--- src/rtl/ser_des_pkg.sv ---
// ser_des_pkg: shared FSM state types and line-level constants for param_ser_des.
// SER_DES_PARITY_EN adds the parity states.
package ser_des_pkg;
`ifdef SER_DES_PARITY_EN
    typedef enum logic [1:0] {TX_IDLE, TX_START, TX_DATA, TX_PAR} tx_state_t;
    typedef enum logic [1:0] {RX_IDLE, RX_DATA, RX_PAR} rx_state_t;
`else
    typedef enum logic [1:0] {TX_IDLE, TX_START, TX_DATA} tx_state_t;
    typedef enum logic [1:0] {RX_IDLE, RX_DATA} rx_state_t;
`endif
    localparam logic START_BIT = 1'b1;
    localparam logic IDLE_BIT  = 1'b0;
endpackage

--- src/rtl/ser_des_rx.sv ---
// ser_des_rx: deserializer that waits for a start bit, then assembles WIDTH data bits.
// SER_DES_PARITY_EN adds a trailing even-parity check.
module ser_des_rx
    import ser_des_pkg::*;
#(
    parameter int WIDTH     = 8,
    parameter bit LSB_FIRST = 1'b1
) (
    input  logic             clk,
    input  logic             reset,
    input  logic             ser_in,
    output logic [WIDTH-1:0] rx_data,
    output logic             rx_valid,
    output logic             rx_par_err
);
    localparam int CW = $clog2(WIDTH);

    rx_state_t        state;
    logic [CW-1:0]    cnt;
    logic [WIDTH-1:0] sh;
    logic [WIDTH-1:0] nxt;
    logic             last;

    // LSB-first fills from the top so the first bit ends up at bit 0
    assign nxt  = LSB_FIRST ? {ser_in, sh[WIDTH-1:1]} : {sh[WIDTH-2:0], ser_in};
    assign last = cnt == CW'(WIDTH - 1);

`ifndef SER_DES_PARITY_EN
    assign rx_par_err = 1'b0;
`endif

    always_ff @(posedge clk or posedge reset) begin
        if (reset) begin
            state    <= RX_IDLE;
            cnt      <= '0;
            sh       <= '0;
            rx_data  <= '0;
            rx_valid <= 1'b0;
`ifdef SER_DES_PARITY_EN
            rx_par_err <= 1'b0;
`endif
        end else begin
            rx_valid <= 1'b0;
            case (state)
                RX_IDLE: if (ser_in == START_BIT) begin
                    state <= RX_DATA;
                    cnt   <= '0;
                end
                RX_DATA: begin
                    sh  <= nxt;
                    cnt <= last ? '0 : cnt + 1'b1;
                    if (last) begin
`ifdef SER_DES_PARITY_EN
                        state <= RX_PAR;
`else
                        state    <= RX_IDLE;
                        rx_data  <= nxt;
                        rx_valid <= 1'b1;
`endif
                    end
                end
`ifdef SER_DES_PARITY_EN
                RX_PAR: begin
                    state      <= RX_IDLE;
                    rx_data    <= sh;
                    rx_valid   <= 1'b1;
                    rx_par_err <= (^sh) ^ ser_in;
                end
`endif
                default: state <= RX_IDLE;
            endcase
        end
    end
endmodule

--- src/rtl/param_ser_des.sv ---
// param_ser_des: framed serializer (start bit + WIDTH data bits) with a matching deserializer.
// SER_DES_PARITY_EN appends an even-parity bit to every frame.
module param_ser_des
    import ser_des_pkg::*;
#(
    parameter int WIDTH     = 8,
    parameter bit LSB_FIRST = 1'b1
) (
    input  logic             clk,
    input  logic             reset,
    input  logic [WIDTH-1:0] tx_data,
    input  logic             tx_valid,
    output logic             tx_ready,
    output logic             ser_out,
    input  logic             ser_in,
    output logic [WIDTH-1:0] rx_data,
    output logic             rx_valid,
    output logic             rx_par_err
);
    localparam int CW = $clog2(WIDTH);

    tx_state_t        state;
    logic [CW-1:0]    cnt;
    logic [WIDTH-1:0] sh;
    logic [WIDTH-1:0] shifted;
    logic             head;
    logic             last;
`ifdef SER_DES_PARITY_EN
    logic             par;
`endif

    assign head    = LSB_FIRST ? sh[0] : sh[WIDTH-1];
    assign shifted = LSB_FIRST ? sh >> 1 : sh << 1;
    assign last    = cnt == CW'(WIDTH - 1);

    // cnt tracks which data bit is currently on the line
    always_ff @(posedge clk or posedge reset) begin
        if (reset) begin
            state    <= TX_IDLE;
            cnt      <= '0;
            sh       <= '0;
            ser_out  <= IDLE_BIT;
            tx_ready <= 1'b1;
`ifdef SER_DES_PARITY_EN
            par      <= 1'b0;
`endif
        end else begin
            case (state)
                TX_IDLE: begin
                    ser_out <= tx_valid ? START_BIT : IDLE_BIT;
                    if (tx_valid) begin
                        sh       <= tx_data;
                        state    <= TX_START;
                        tx_ready <= 1'b0;
`ifdef SER_DES_PARITY_EN
                        par      <= ^tx_data;
`endif
                    end
                end
                TX_START: begin
                    ser_out <= head;
                    sh      <= shifted;
                    cnt     <= '0;
                    state   <= TX_DATA;
                end
                TX_DATA: begin
                    if (last) begin
                        cnt <= '0;
`ifdef SER_DES_PARITY_EN
                        ser_out <= par;
                        state   <= TX_PAR;
`else
                        ser_out  <= IDLE_BIT;
                        state    <= TX_IDLE;
                        tx_ready <= 1'b1;
`endif
                    end else begin
                        ser_out <= head;
                        sh      <= shifted;
                        cnt     <= cnt + 1'b1;
                    end
                end
`ifdef SER_DES_PARITY_EN
                TX_PAR: begin
                    ser_out  <= IDLE_BIT;
                    state    <= TX_IDLE;
                    tx_ready <= 1'b1;
                end
`endif
                default: begin
                    state    <= TX_IDLE;
                    tx_ready <= 1'b1;
                end
            endcase
        end
    end

    ser_des_rx #(.WIDTH(WIDTH), .LSB_FIRST(LSB_FIRST)) u_rx (
        .clk        (clk),
        .reset      (reset),
        .ser_in     (ser_in),
        .rx_data    (rx_data),
        .rx_valid   (rx_valid),
        .rx_par_err (rx_par_err)
    );
endmodule
--- config.mk ---
export PLATFORM = sky130hd
export DESIGN_NAME = param_ser_des
export DESIGN_NICKNAME = d
export VERILOG_FILES = /design/src/rtl/ser_des_pkg.sv /design/src/rtl/ser_des_rx.sv /design/src/rtl/param_ser_des.sv
export SDC_FILE = /design/constraint.sdc
export NUM_CORES = 1
export LEC_CHECK = 0
export CAP_MARGIN = 10
export CORE_MARGIN = 1
export CORE_UTILIZATION = 57
export CTS_CLUSTER_SIZE = 8
export DETAILED_ROUTE_END_ITERATION = 12
export PLACE_DENSITY = 0.82
export SKIP_LAST_GASP = 1
export SLEW_MARGIN = 0
export SYNTH_ARGS = -nofsm -noshare
export SYNTH_HDL_FRONTEND = slang
export SYNTH_HIERARCHICAL = 1
export SYNTH_SLANG_ARGS = --single-unit
export TNS_END_PERCENT = 20
--- constraint.sdc ---
create_clock -name clk -period 4.5 [get_ports clk]
set_input_delay 0.675 -clock clk [delete_from_list [all_inputs] [get_ports clk]]
set_output_delay 0.675 -clock clk [all_outputs]
set_load 0.02 [all_outputs]
After elaboration in Yosys (flattened, before gate mapping) --
Index checks and enable logic that the tools add are counted. W data, S select, Z words.
Cells by class: $add $sub $neg 2, bitwise operators 1, reductions and logical operators 11, eq/ne operators 10, multiplexer cells 22
Operators with widths (number):
- $pmux W8 S3 | 1
- $mux W8 | 2
- $pmux W3 S2 | 2
- $mux W3 | 3
- $mux W2 | 4
- $ne A2 B2 Y1 const B | 4
- $reduce_and A2 Y1 | 4
- $add A3 B1 Y3 const B | 2
- $eq A3 B3 Y1 const B | 2
- $mux W1 | 6
- $pmux W1 S3 | 2
- $pmux W2 S3 | 1
- $reduce_and A3 Y1 | 2
- $eq A2 B1 Y1 const B | 2
- $logic_not A2 Y1 | 2
- $pmux W2 S2 | 1
- $reduce_bool A2 Y1 | 2
- $reduce_bool A3 Y1 | 1
- $eq A2 B2 Y1 const B | 1
- $ne A2 B1 Y1 const B | 1
- $not A1 Y1 | 1
Word-level totals: logic and storage cells 56, bits of input ports 12, register bits after elaboration 37, output and inout bits 12

Depth between registers and ports, before layout --
depth in word-level cells 3, gate-level depth with buffers 6, mapped depth without buffers 5

Modules after synthesis --
The synthesis kept the hierarchy.
By module, submodules not included:
- param_ser_des | area an instance 859.6 um2, seq. area each 376.6 um2, instances 1, cells an instance 66
- ser_des_rx | area an instance 777.0 um2, seq. area each 500.5 um2, instances 1, cells an instance 50

Least setup slack after synthesis --
Ideal clock, no wire load.
path kind reg-to-reg, start register, netlist name state[0], end register, netlist name sh[4], path slack 2.758 ns, cell stages (with the launch flop) 6, setup time 0.125 ns, arrival time 1.617 ns, data required time 4.375 ns, path buffers 1, clock period less this slack 1.742 ns, path through dfrtp_1 > inv_1 > ha_1 > buf_2 > mux2_2 > mux2_4

Final worst setup path --
start register tx_ready, end output port tx_ready
RTL lines:
- start, declared | line param_ser_des.sv:13 | output logic tx_ready,
- start signal, assigned | line param_ser_des.sv:43 | tx_ready <= 1'b1;
- start signal, assigned | line param_ser_des.sv:54 | tx_ready <= 1'b0;
- start signal, assigned | line param_ser_des.sv:75 | tx_ready <= 1'b1;
No word-level cell between the ends.

==> metrics.csv <==
metric;value;unit
Fin. Hold Viols;0;
htree depth;2;
dominant cell type by area after synthesis;dfrtp_1;
Post-Synth XOR/XNOR Area;0;%
hpwl dp;1.81;mm
crit-path max FO;2;
initial DRC count;19;
Root Driver;clkbuf_4;
synthesized cell area;0.00164;mm²
headroom to the max-slew limit;51.0;%
Final Cycle Share;47.5;%
post-synthesis simple-gate area fraction;3.90;%
Syn Area/Cell;14.1;µm²
Post-Route WL;2.42;mm
number of flops mapped to enable cells by yosys;0;
syn_nets;139;
RSZ-0062 raised after global routing;no;
leak pwr;0.892;nW
Die X;55.6;µm
vias in the first global route;1002;
skew final;0.00659;ns
Worst path top cell family by delay;buffers and inverters;
final core occ;70.2;%
WP buf/inv;1;
post-synthesis compound-gate area fraction;5.58;%
mux share of post-synthesis cell area;24.5;%
Clock Latency Late Sink;0.34;ns
Die Height;55.6;µm
largest net degree at the start of global routing;21;
DR pass1 iterations;2;
worst setup path class;reg2out;
Max Cap Viol;0;
Slew @ Worst Pin;0.735;ns
setup_tns;0;ns
P&R area growth vs syn;17.2;%
Netlist cell types;26;
FF+latch count, synth;35;
final setup fails;0;
Max Fclk;467;MHz
# hold bufs at CTS;0;
CP required;3.83;ns
Final nets;164;
CP cell instances;clkdlybuf4s50_1;
fraction of registers with async set/reset;100;%
Yosys top cell area share;52.0;%
Seq/Total Area, Yosys;53.6;%
adder-cell area share of the yosys netlist;8.41;%
critical path's slowest cell;clkdlybuf4s50_1;
PwrDens;746;mW/mm²
CP Launch Type;register;
CTS tree;built;
GPL Wtd Cong;0.692;
arrival time at the worst endpoint;1.46;ns
Ys Warns;6;
via count;942;
CP endpoint kind;primary output;
Slew Viols, Final;0;
diode count;0;
ys flop type;dfrtp_1;
drc violations;0;
min Tclk post-route;2.14;ns
Critical Path Max Stage Delay;0.59;ns
GRT overflow;0;
antenna violations before repair;0;
area of the die;0.00309;mm²
largest family of logic cells by synthesized area;multiplexers;
Cell Rows;19;
Power Total;1.43;mW
via/cell ratio;5.45;
I/O Buffers;22;
Num Clock Sinks;35;
post-CTS sizing;0;
share of layout cells above drive strength 1;30.3;%
Core ar.;0.00273;mm²
GRT Overall Usage;19.2;%
CTS max path bufs;2;
post-route ant nets;0;
setup bufs post-CTS;0;
post-synthesis cell count;116;
Starting Density;59.9;%
TritonCTS buffer count;5;
outcome;complete, no violations;
ranking of synthesized cells by area;dfrtp_1 (52%), mux2_2 (17%), ha_1 (8.4%);
first-pass GRT wire length;4.49;mm
I/O pins;24;
HP Class;reg2reg;
Clock transition at path regs;0.10;ns
worst vdd ir;0.543;mV
Wirelength per Cell;14.0;µm
## per-layer routing
layer / vias up / wire length, µm / GRT usage (%)
li1: 453 / - / -
met1: 460 / 1120 / 24.4
met2: 22 / 1120 / 28.7
met3: 7 / 117 / 6.74
met4: 0 / 63 / 10.4
met5: - / 0 / 0
## cell type report
type / count / area [µm²]
Fill cell: 204 / 816
Clock inverter: 2 / 12.5
Multi-Input combinational cell: 69 / 698
Tap cell: 31 / 38.8
Timing Repair Buffer: 22 / 220
Sequential cell: 35 / 877
Inverter: 8 / 30.0
Clock buffer: 6 / 41.3
## cell usage in the layout, fill, tap and decap left out
master,count
nand2b_1,1
a21o_1,1
nor2b_1,3
a22o_1,2
o31ai_1,2
nor3b_1,1
nand2_4,1
o211ai_1,1
conb_1,1
a221o_1,1
nand2_1,1
nor2_1,3
nand3_1,1
o21ai_0,1
a21oi_1,4
dfrtp_1,34
clkinv_2,1
clkbuf_4,5
dfstp_2,1
clkinvlp_4,1
o2bb2ai_1,1
ha_1,11
clkbuf_1,1
clkdlybuf4s50_1,22
mux2_2,25
inv_1,7
mux2_4,8
inv_2,1
## per-stage QoR
stage	instance area [µm²]	cells	hold WS, ns	setup WS (ns)
2_1_floorplan	1640	116	0.459	2.76
3_3_place_gp	1860	165	0.474	2.26
3_5_place_dp	1860	165	0.478	2.25
4_1_cts	1920	173	0.492	2.33
5_1_grt	1920	173	0.531	2.31
6_report	1920	173	0.488	2.36
## sequential cells by signal (all words and copies together) (netlist names)
name,cells
sh,8
u_rx/rx_data,8
u_rx/sh,7
cnt,3
u_rx/cnt,3
state,2
ser_out,1
tx_ready,1
u_rx/rx_valid,1
u_rx/state,1
## cells by family (layout without fill, tap and decap cells)
kind of cell	after synthesis	after routing
and+or+nand+nor	11	11
buffers and inverters	12	38
DFF	35	35
muxes	33	33
AOI/OAI and AO/OA	13	13
adders and majority gates	11	11
other	1	1
## Yosys cell counts, types with 2 or more instances
cell,n
a21oi_1,4
a22o_1,2
buf_4,2
dfrtp_1,34
ha_1,11
inv_1,7
mux2_2,25
mux2_4,8
nor2_1,3
nor2b_1,3
o31ai_1,2
## final timing paths
check,end,slack (ns),startpoint,depth (start not counted)
max,tx_ready,2.36,tx_ready,1
min,tx_ready,0.49,tx_ready,2
max reg2reg,sh[6],2.60,state[0],4
min reg2reg,tx_ready,0.49,tx_ready,2
max in group asynchronous,u_rx/sh[6],3.26,reset,2
min in group asynchronous,sh[0],0.72,reset,2
## tightest hold or removal path, cell delays in order (launching register included)
cell     delay [ns]
dfstp_2        0.38
o31ai_1        0.05
o31ai_1        0.06
## power by group
group	internal, mW	total [mW]	switching [mW]
Sequential	0.470	0.579	0.109
Combinational	0.413	0.688	0.275
Clock	0.0602	0.164	0.104
No activity file was read; power rests on OpenSTA's default activity.
